==> src/rtl/cheriot_dbus_initiator.sv <==
// cheriot_dbus_initiator: requester for the CHERIoT data bus.
// Turns single commands into word beats on the req/gnt/rvalid bus. A
// capability command becomes two in-order beats (addr, addr+4) and gets one
// assembled response. Responses are tracked in a small in-order FIFO.
// Optional build macro CHERIOT_DBUS_TIMEOUT_EN adds timeout_o, a sticky
// gnt-wait watchdog.
//
// state    | meaning
// ---------+------------------------------------------------------------
// IDLE     | no command in flight on the request side; may accept one
// REQ0     | first (or only) beat requested, waiting for gnt
// REQ1     | second cap beat; req may be low until a tracking slot frees
// ERR_RSP  | misaligned cap command, error response issued next cycle
module cheriot_dbus_initiator #(
  parameter int unsigned DataWidth      = 33,
  parameter int unsigned MaxOutstanding = 2,
  parameter int unsigned TimeoutCycles  = 256
) (
  input  logic                     clk_i,
  input  logic                     rst_ni,
  input  logic                     cmd_valid_i,
  output logic                     cmd_ready_o,
  input  logic                     cmd_we_i,
  input  logic [3:0]               cmd_be_i,
  input  logic                     cmd_is_cap_i,
  input  logic [31:0]              cmd_addr_i,
  input  logic [2*DataWidth-1:0]   cmd_wdata_i,
  output logic                     data_req_o,
  input  logic                     data_gnt_i,
  input  logic                     data_rvalid_i,
  output logic                     data_we_o,
  output logic [3:0]               data_be_o,
  output logic                     data_is_cap_o,
  output logic [31:0]              data_addr_o,
  output logic [DataWidth-1:0]     data_wdata_o,
  input  logic [DataWidth-1:0]     data_rdata_i,
  input  logic                     data_err_i,
  output logic                     rsp_valid_o,
  output logic [2*DataWidth-1:0]   rsp_rdata_o,
  output logic                     rsp_err_o,
  output logic                     rsp_is_cap_o,
  output logic [3:0]               outstanding_o,
`ifdef CHERIOT_DBUS_TIMEOUT_EN
  output logic                     timeout_o,
`endif
  output logic                     proto_err_o
);

  localparam logic [1:0] StIdle   = 2'd0;
  localparam logic [1:0] StReq0   = 2'd1;
  localparam logic [1:0] StReq1   = 2'd2;
  localparam logic [1:0] StErrRsp = 2'd3;

  localparam int unsigned PtrW   = (MaxOutstanding > 1) ? $clog2(MaxOutstanding) : 1;
  localparam logic [3:0]  MaxOut = 4'(MaxOutstanding);

  logic [1:0]             state_q;
  logic                   run_q;
  logic                   data_req_q;
  logic                   data_we_q;
  logic [3:0]             data_be_q;
  logic                   data_is_cap_q;
  logic [31:0]            data_addr_q;
  logic [DataWidth-1:0]   data_wdata_q;
  logic [DataWidth-1:0]   wdata_hi_q;

  logic [3:0]             cnt_q;
  logic [3:0]             cnt_d;
  logic [1:0]             fifo_q [MaxOutstanding];
  logic [PtrW-1:0]        wr_ptr_q;
  logic [PtrW-1:0]        rd_ptr_q;
  logic                   proto_err_q;

  logic                   rsp_valid_q;
  logic [2*DataWidth-1:0] rsp_rdata_q;
  logic                   rsp_err_q;
  logic                   rsp_is_cap_q;
  logic [DataWidth-1:0]   asm_lo_q;
  logic                   asm_err_q;

  logic                   cmd_misaligned_cap;
  logic                   cmd_accept;
  logic                   grant;
  logic                   pop;
  logic                   stray;
  logic                   head_is_cap;
  logic                   head_beat;

  function automatic logic [PtrW-1:0] ptr_inc(input logic [PtrW-1:0] p);
    if (p == PtrW'(MaxOutstanding - 1)) begin
      return '0;
    end
    return p + PtrW'(1);
  endfunction

  // A misaligned cap produces only an error response, so it waits for an
  // empty tracker to keep that response from overtaking earlier ones.
  assign cmd_misaligned_cap = cmd_is_cap_i && (cmd_addr_i[2:0] != 3'b000);
  assign cmd_ready_o = run_q && (state_q == StIdle) && (cnt_q < MaxOut) &&
                       (!cmd_misaligned_cap || (cnt_q == 4'd0));
  assign cmd_accept  = cmd_valid_i && cmd_ready_o;

  assign grant = data_req_q && data_gnt_i;
  assign pop   = data_rvalid_i && (cnt_q != 4'd0);
  assign stray = data_rvalid_i && (cnt_q == 4'd0);

  assign head_is_cap = fifo_q[rd_ptr_q][1];
  assign head_beat   = fifo_q[rd_ptr_q][0];

  // Outstanding count after this cycle's grant/response.
  always_comb begin
    cnt_d = cnt_q;
    if (grant && !pop) begin
      cnt_d = cnt_q + 4'd1;
    end else if (!grant && pop) begin
      cnt_d = cnt_q - 4'd1;
    end
  end

  // Keeps cmd_ready_o low while in reset and for the first cycle after it.
  always_ff @(posedge clk_i or negedge rst_ni) begin
    if (!rst_ni) begin
      run_q <= 1'b0;
    end else begin
      run_q <= 1'b1;
    end
  end

  // Request-side FSM and registered bus outputs; fields only change on
  // accept or on moving to beat1, so they hold while gnt is low.
  always_ff @(posedge clk_i or negedge rst_ni) begin
    if (!rst_ni) begin
      state_q       <= StIdle;
      data_req_q    <= 1'b0;
      data_we_q     <= 1'b0;
      data_be_q     <= 4'h0;
      data_is_cap_q <= 1'b0;
      data_addr_q   <= 32'h0;
      data_wdata_q  <= '0;
      wdata_hi_q    <= '0;
    end else begin
      case (state_q)
        StIdle: begin
          if (cmd_accept) begin
            if (cmd_misaligned_cap) begin
              state_q <= StErrRsp;
            end else begin
              state_q       <= StReq0;
              data_req_q    <= 1'b1;
              data_we_q     <= cmd_we_i;
              data_be_q     <= cmd_is_cap_i ? 4'hF : cmd_be_i;
              data_is_cap_q <= cmd_is_cap_i;
              data_addr_q   <= {cmd_addr_i[31:2], 2'b00};
              data_wdata_q  <= cmd_wdata_i[DataWidth-1:0];
              wdata_hi_q    <= cmd_wdata_i[2*DataWidth-1:DataWidth];
            end
          end
        end
        StReq0: begin
          if (grant) begin
            if (data_is_cap_q) begin
              state_q      <= StReq1;
              data_req_q   <= (cnt_d < MaxOut);
              data_addr_q  <= data_addr_q + 32'd4;
              data_wdata_q <= wdata_hi_q;
            end else begin
              state_q    <= StIdle;
              data_req_q <= 1'b0;
            end
          end
        end
        StReq1: begin
          if (grant) begin
            state_q    <= StIdle;
            data_req_q <= 1'b0;
          end else if (!data_req_q) begin
            data_req_q <= (cnt_d < MaxOut);
          end
        end
        StErrRsp: begin
          state_q <= StIdle;
        end
        default: begin
          state_q    <= StIdle;
          data_req_q <= 1'b0;
        end
      endcase
    end
  end

  // In-order beat tracker: push {is_cap, beat} on grant, pop on rvalid.
  always_ff @(posedge clk_i or negedge rst_ni) begin
    if (!rst_ni) begin
      for (int i = 0; i < int'(MaxOutstanding); i++) begin
        fifo_q[i] <= 2'b00;
      end
      wr_ptr_q    <= '0;
      rd_ptr_q    <= '0;
      cnt_q       <= 4'd0;
      proto_err_q <= 1'b0;
    end else begin
      if (grant) begin
        fifo_q[wr_ptr_q] <= {data_is_cap_q, (state_q == StReq1)};
        wr_ptr_q         <= ptr_inc(wr_ptr_q);
      end
      if (pop) begin
        rd_ptr_q <= ptr_inc(rd_ptr_q);
      end
      cnt_q <= cnt_d;
      if (stray) begin
        proto_err_q <= 1'b1;
      end
    end
  end

  // Response assembly: word and cap-beat1 responses leave one cycle after
  // rvalid; cap beat0 is parked in the assembly register.
  always_ff @(posedge clk_i or negedge rst_ni) begin
    if (!rst_ni) begin
      rsp_valid_q  <= 1'b0;
      rsp_rdata_q  <= '0;
      rsp_err_q    <= 1'b0;
      rsp_is_cap_q <= 1'b0;
      asm_lo_q     <= '0;
      asm_err_q    <= 1'b0;
    end else begin
      rsp_valid_q <= 1'b0;
      if (state_q == StErrRsp) begin
        rsp_valid_q  <= 1'b1;
        rsp_rdata_q  <= '0;
        rsp_err_q    <= 1'b1;
        rsp_is_cap_q <= 1'b1;
      end else if (pop) begin
        if (!head_is_cap) begin
          rsp_valid_q  <= 1'b1;
          rsp_rdata_q  <= {{DataWidth{1'b0}}, data_rdata_i};
          rsp_err_q    <= data_err_i;
          rsp_is_cap_q <= 1'b0;
        end else if (!head_beat) begin
          asm_lo_q  <= data_rdata_i;
          asm_err_q <= data_err_i;
        end else begin
          rsp_valid_q  <= 1'b1;
          rsp_rdata_q  <= {data_rdata_i, asm_lo_q};
          rsp_err_q    <= asm_err_q | data_err_i;
          rsp_is_cap_q <= 1'b1;
        end
      end
    end
  end

`ifdef CHERIOT_DBUS_TIMEOUT_EN
  localparam int unsigned TmrW = $clog2(TimeoutCycles + 1);

  logic [TmrW-1:0] tmr_q;
  logic            timeout_q;

  // Down-counter armed with TimeoutCycles; reaching terminal count while
  // still waiting for gnt raises the sticky flag. The request stays up.
  always_ff @(posedge clk_i or negedge rst_ni) begin
    if (!rst_ni) begin
      tmr_q     <= TmrW'(TimeoutCycles);
      timeout_q <= 1'b0;
    end else if (data_req_q && !data_gnt_i) begin
      if (tmr_q != '0) begin
        tmr_q <= tmr_q - TmrW'(1);
      end
      if (tmr_q == TmrW'(1)) begin
        timeout_q <= 1'b1;
      end
    end else begin
      tmr_q <= TmrW'(TimeoutCycles);
    end
  end

  assign timeout_o = timeout_q;
`else
  logic [31:0] unused_timeout_cycles;
  assign unused_timeout_cycles = 32'(TimeoutCycles);
`endif

  assign data_req_o    = data_req_q;
  assign data_we_o     = data_we_q;
  assign data_be_o     = data_be_q;
  assign data_is_cap_o = data_is_cap_q;
  assign data_addr_o   = data_addr_q;
  assign data_wdata_o  = data_wdata_q;
  assign rsp_valid_o   = rsp_valid_q;
  assign rsp_rdata_o   = rsp_rdata_q;
  assign rsp_err_o     = rsp_err_q;
  assign rsp_is_cap_o  = rsp_is_cap_q;
  assign outstanding_o = cnt_q;
  assign proto_err_o   = proto_err_q;

endmodule
==> config.mk <==
export PLATFORM = sky130hd
export DESIGN_NAME = cheriot_dbus_initiator
export DESIGN_NICKNAME = d
export VERILOG_FILES = /design/src/rtl/cheriot_dbus_initiator.sv
export SDC_FILE = /design/constraint.sdc
export NUM_CORES = 1
export LEC_CHECK = 0
export BUFFER_PORTS_ARGS = -buffer_cell sky130_fd_sc_hd__buf_2
export CORE_ASPECT_RATIO = 0.6
export CORE_MARGIN = 5
export CORE_UTILIZATION = 52
export DETAILED_ROUTE_END_ITERATION = 16
export PLACE_DENSITY = 0.85
export SYNTH_ARGS = -nofsm -noshare
export SYNTH_HDL_FRONTEND = slang
export SYNTH_SLANG_ARGS = --single-unit
==> constraint.sdc <==
create_clock -name clk_i -period 2.7 [get_ports clk_i]
set_input_delay 0.54 -clock clk_i [delete_from_list [all_inputs] [get_ports clk_i]]
set_output_delay 0.54 -clock clk_i [all_outputs]
set_load 0.03 [all_outputs]
==> reports/qor.csv <==
metric;value;unit
Design Area, Final;12700;µm²
critical path endpoint category;primary output;
ys async rst share;100;%
Fmax;0.389;GHz
vias;8415;
CTS sink count;220;
final hold slack;0.257;ns
Clock Skews;0.0108;ns
Pleak;6.16;nW
htree depth;1;
post-synthesis sequential area ratio;53.9;%
cells after synthesis;946;
share of layout cells above drive strength 1;35.8;%
drt drc;0;
post-synthesis mux area share;15.0;%
clock buffers created by TritonCTS;21;
Startpoint Class;flip-flop;
critical path class;flip-flop to primary output;
main combinational cell family by area after synthesis;multiplexers;
worst reg2reg path startpoint;outstanding_o[1];
Period minus WS final;2.57;ns
Final Hold Violating Endpoints;0;
max_cap viols;0;
Starting Density;53.2;%
delay-heaviest family, CP;flip-flops;
CP max FO;10;
CTS tree;done;
GRT Residual Overflow;0;
Most used DFF post-synth;dfrtp_1;
Rows;39;
flop2flop setup slack;0.25;ns
Placer Congestion;0.884;
initial antenna violation count;2;
status;finished, final reports clean;
Max-slew headroom;51.4;%
Slew @ Worst Pin;0.728;ns
P&R area growth vs syn;24.3;%
Compound-Gate Fraction of Synth Area;13.8;%
unrepaired setup endpoints after global routing;false;
critical path, cell by cell;or2_1 > a2111oi_2 > buf_2;
Ports;290;
final setup fails;0;
Pre-antenna DRT Iters;5;
TNS Setup;0;ns
period utilisation layout;95.3;%
post-synthesis xor/xnor area fraction;0.343;%
Die Span X;191;µm
Power Total;17.6;mW
clock transition at the registers of the reported paths;0.06;ns
clock buffer depth;3;
number of global-route vias before repair;8383;
Die Area;22600;µm²
distinct cell type count after synthesis;66;
CP max stage delay;0.48;ns
Post-DP HPWL;20100;µm
synthesized area;10200;µm²
Hold EP;data_addr_o[31];
worst hold path startpoint;cmd_addr_i[31];
routed wire length;27800;µm
Post-DP Area;12000;µm²
Worst Path Buf+Inv;1;
reg2reg path depth;8;
Vias/cell;5.61;
first-pass GRT wire length;45100;µm
CP Data Required Time;2.16;ns
Pwr Density;1390;nW/µm²
Synth Area in Adders;1.10;%
Slowest-stage cell, CP;dfrtp_1;
pin count of the biggest net entering global routing;74;
post-synthesis simple-gate area fraction;11.7;%
Syn Area/Cell;10.8;µm²
clk root buf;clkbuf_16;
Hold Crit Class;input pin to flip-flop;
GRT Util Overall;24.3;%
non-filler cells, final;1500;
core area;19200;µm²
DRT iter0 DRCs;639;
Synth Warn #;0;
Seq cells post-synth;220;
Port Buffers;287;
Max Slew Vio Count;0;
Post-synth EDFFs;0;
R2R Path End;rsp_rdata_o[23];
drt wl/cell;18.6;µm
# nets final;1372;
Hold Crit Depth;3;
crit path DAT;2.03;ns
Worst-Skew Late Latency;0.50;ns
placed insts;1462;
die height;119;µm
Peak VDD IR;747;µV
DRT antenna net count;0;
-- worst max path at each step --
stage | startpoint | endpoint | cells after the start
after floorplan | cmd_addr_i[2] | cmd_ready_o | 2
after global placement | cmd_addr_i[2] | cmd_ready_o | 4
after detailed placement | outstanding_o[1] | rsp_rdata_o[23] | 8
after CTS | outstanding_o[2] | cmd_ready_o | 3
after global routing | outstanding_o[2] | cmd_ready_o | 3
final | outstanding_o[2] | cmd_ready_o | 3
-- report_power, final --
part	total [mW]	internal [mW]	leakage [nW]	switching (mW)
combinational	8.66	3.11	3.09	5.55
sequential	6.03	4.87	2.74	1.16
clock	2.89	1.64	0.331	1.25
-- cell usage in the layout, fill, tap and decap left out, types with 5 or more instances in the layout --
master     netlist  layout
o21ai_0         81      81
a31oi_1          6       6
nor2_1          13      12
dfrtp_1        220     220
nor3_1          12      11
o31ai_1         34      34
o22ai_1          5       5
mux2_2          74      74
buf_12           0       7
a21oi_1         21      21
o21ai_1         18      18
inv_1           18      18
a22oi_1         17      17
and4_1           5       5
clkbuf_16        0      21
and2_1           5       5
buf_4           10      24
nand2_1        154     153
buf_2           22     286
nor4_1           7       6
nand4_1         14      14
a21o_1           5       5
ha_1             9       8
nand3_1         20      20
mux2i_1         70      69
-- timing repair --
item | 4_1_cts | 5_1_grt
pin swaps | 0 | 0
endpoints found under the hold margin | 60 | 0
setup endpoints to repair | 1 | 1
hold buffers | 1 | 0
setup buffers | 0 | 0
gates resized for setup | 1 | 1
-- logic make-up (layout without fill, tap and decap cells) --
logic type      after synthesis  in the layout
simple gates                257            257
compound gates              222            222
flops                       220            220
mux                         144            144
buf+inv                      88            374
fa+ha+maj                     9              9
xor+xnor                      4              4
other cells                   2              4
-- registers in the layout, indices dropped and copies added, names as in the netlist, 2 cells and up --
signal	cells
state_q	2
data_addr_o	30
rsp_rdata_o	66
fifo_q	4
asm_lo_q	33
data_be_o	4
data_wdata_o	33
wdata_hi_q	33
outstanding_o	4
-- cell usage after synthesis (all sizes together), types with 3 or more instances --
cell type	n	area, µm²
a21o	5	37.5
a41oi	3	26.3
nand2	154	578
o22a	4	35.0
ha	9	113
nor2	13	48.8
nor4	7	43.8
and3	4	25.0
o21a	3	22.5
and2	5	31.3
buf	35	204
mux2	74	833
nand3	21	110
inv	19	71.3
o22ai	5	31.3
or3	3	18.8
and4	5	43.8
clkbuf	34	130
a21boi	3	22.5
mux2i	70	701
xnor2	3	26.3
o31a	4	35.0
o21ai	99	495
nor3	14	80.1
o31ai	35	277
nand4	14	87.6
a22oi	17	128
a31oi	6	37.5
a21oi	22	121
dfrtp	220	5510
or4	3	22.5
-- metrics by stage --
step	setup slack [ns]	util, %
after floorplan	0.0245	-
after global placement	0.303	62.6
after detailed placement	0.253	62.6
after CTS	0.0295	66.1
after global routing	0.0337	66.2
final	0.126	66.2
-- worst register-to-register path: cells and delay by family (launching register included) --
family                   cells  cell delay (ns)
AO/OA/AOI/OAI                2             0.57
adder cells (fa/ha/maj)      1             0.21
buffers and inverters        2             0.37
flip-flops                   1             0.46
AND/OR/NAND/NOR              3             0.74
-- routing by layer --
layer	share of wire (%)	up-vias	global-route usage [%]
met1	43	4089	34.3
met3	9.5	52	7.45
met2	45	336	37.3
met4	2.1	2	5.65
met5	0.040	-	0
li1	-	3936	-
-- area by class of cell --
cell class	instances	area, µm²
Antenna cell	1	2.50
Clock buffer	29	596
Clock inverter	7	67.6
Fill cell	1459	6490
Inverter	19	71.3
Multi-Input combinational cell	639	4340
Sequential cell	220	5510
Tap cell	266	333
Timing Repair Buffer	319	1780
(Power assumes the default switching activity.)
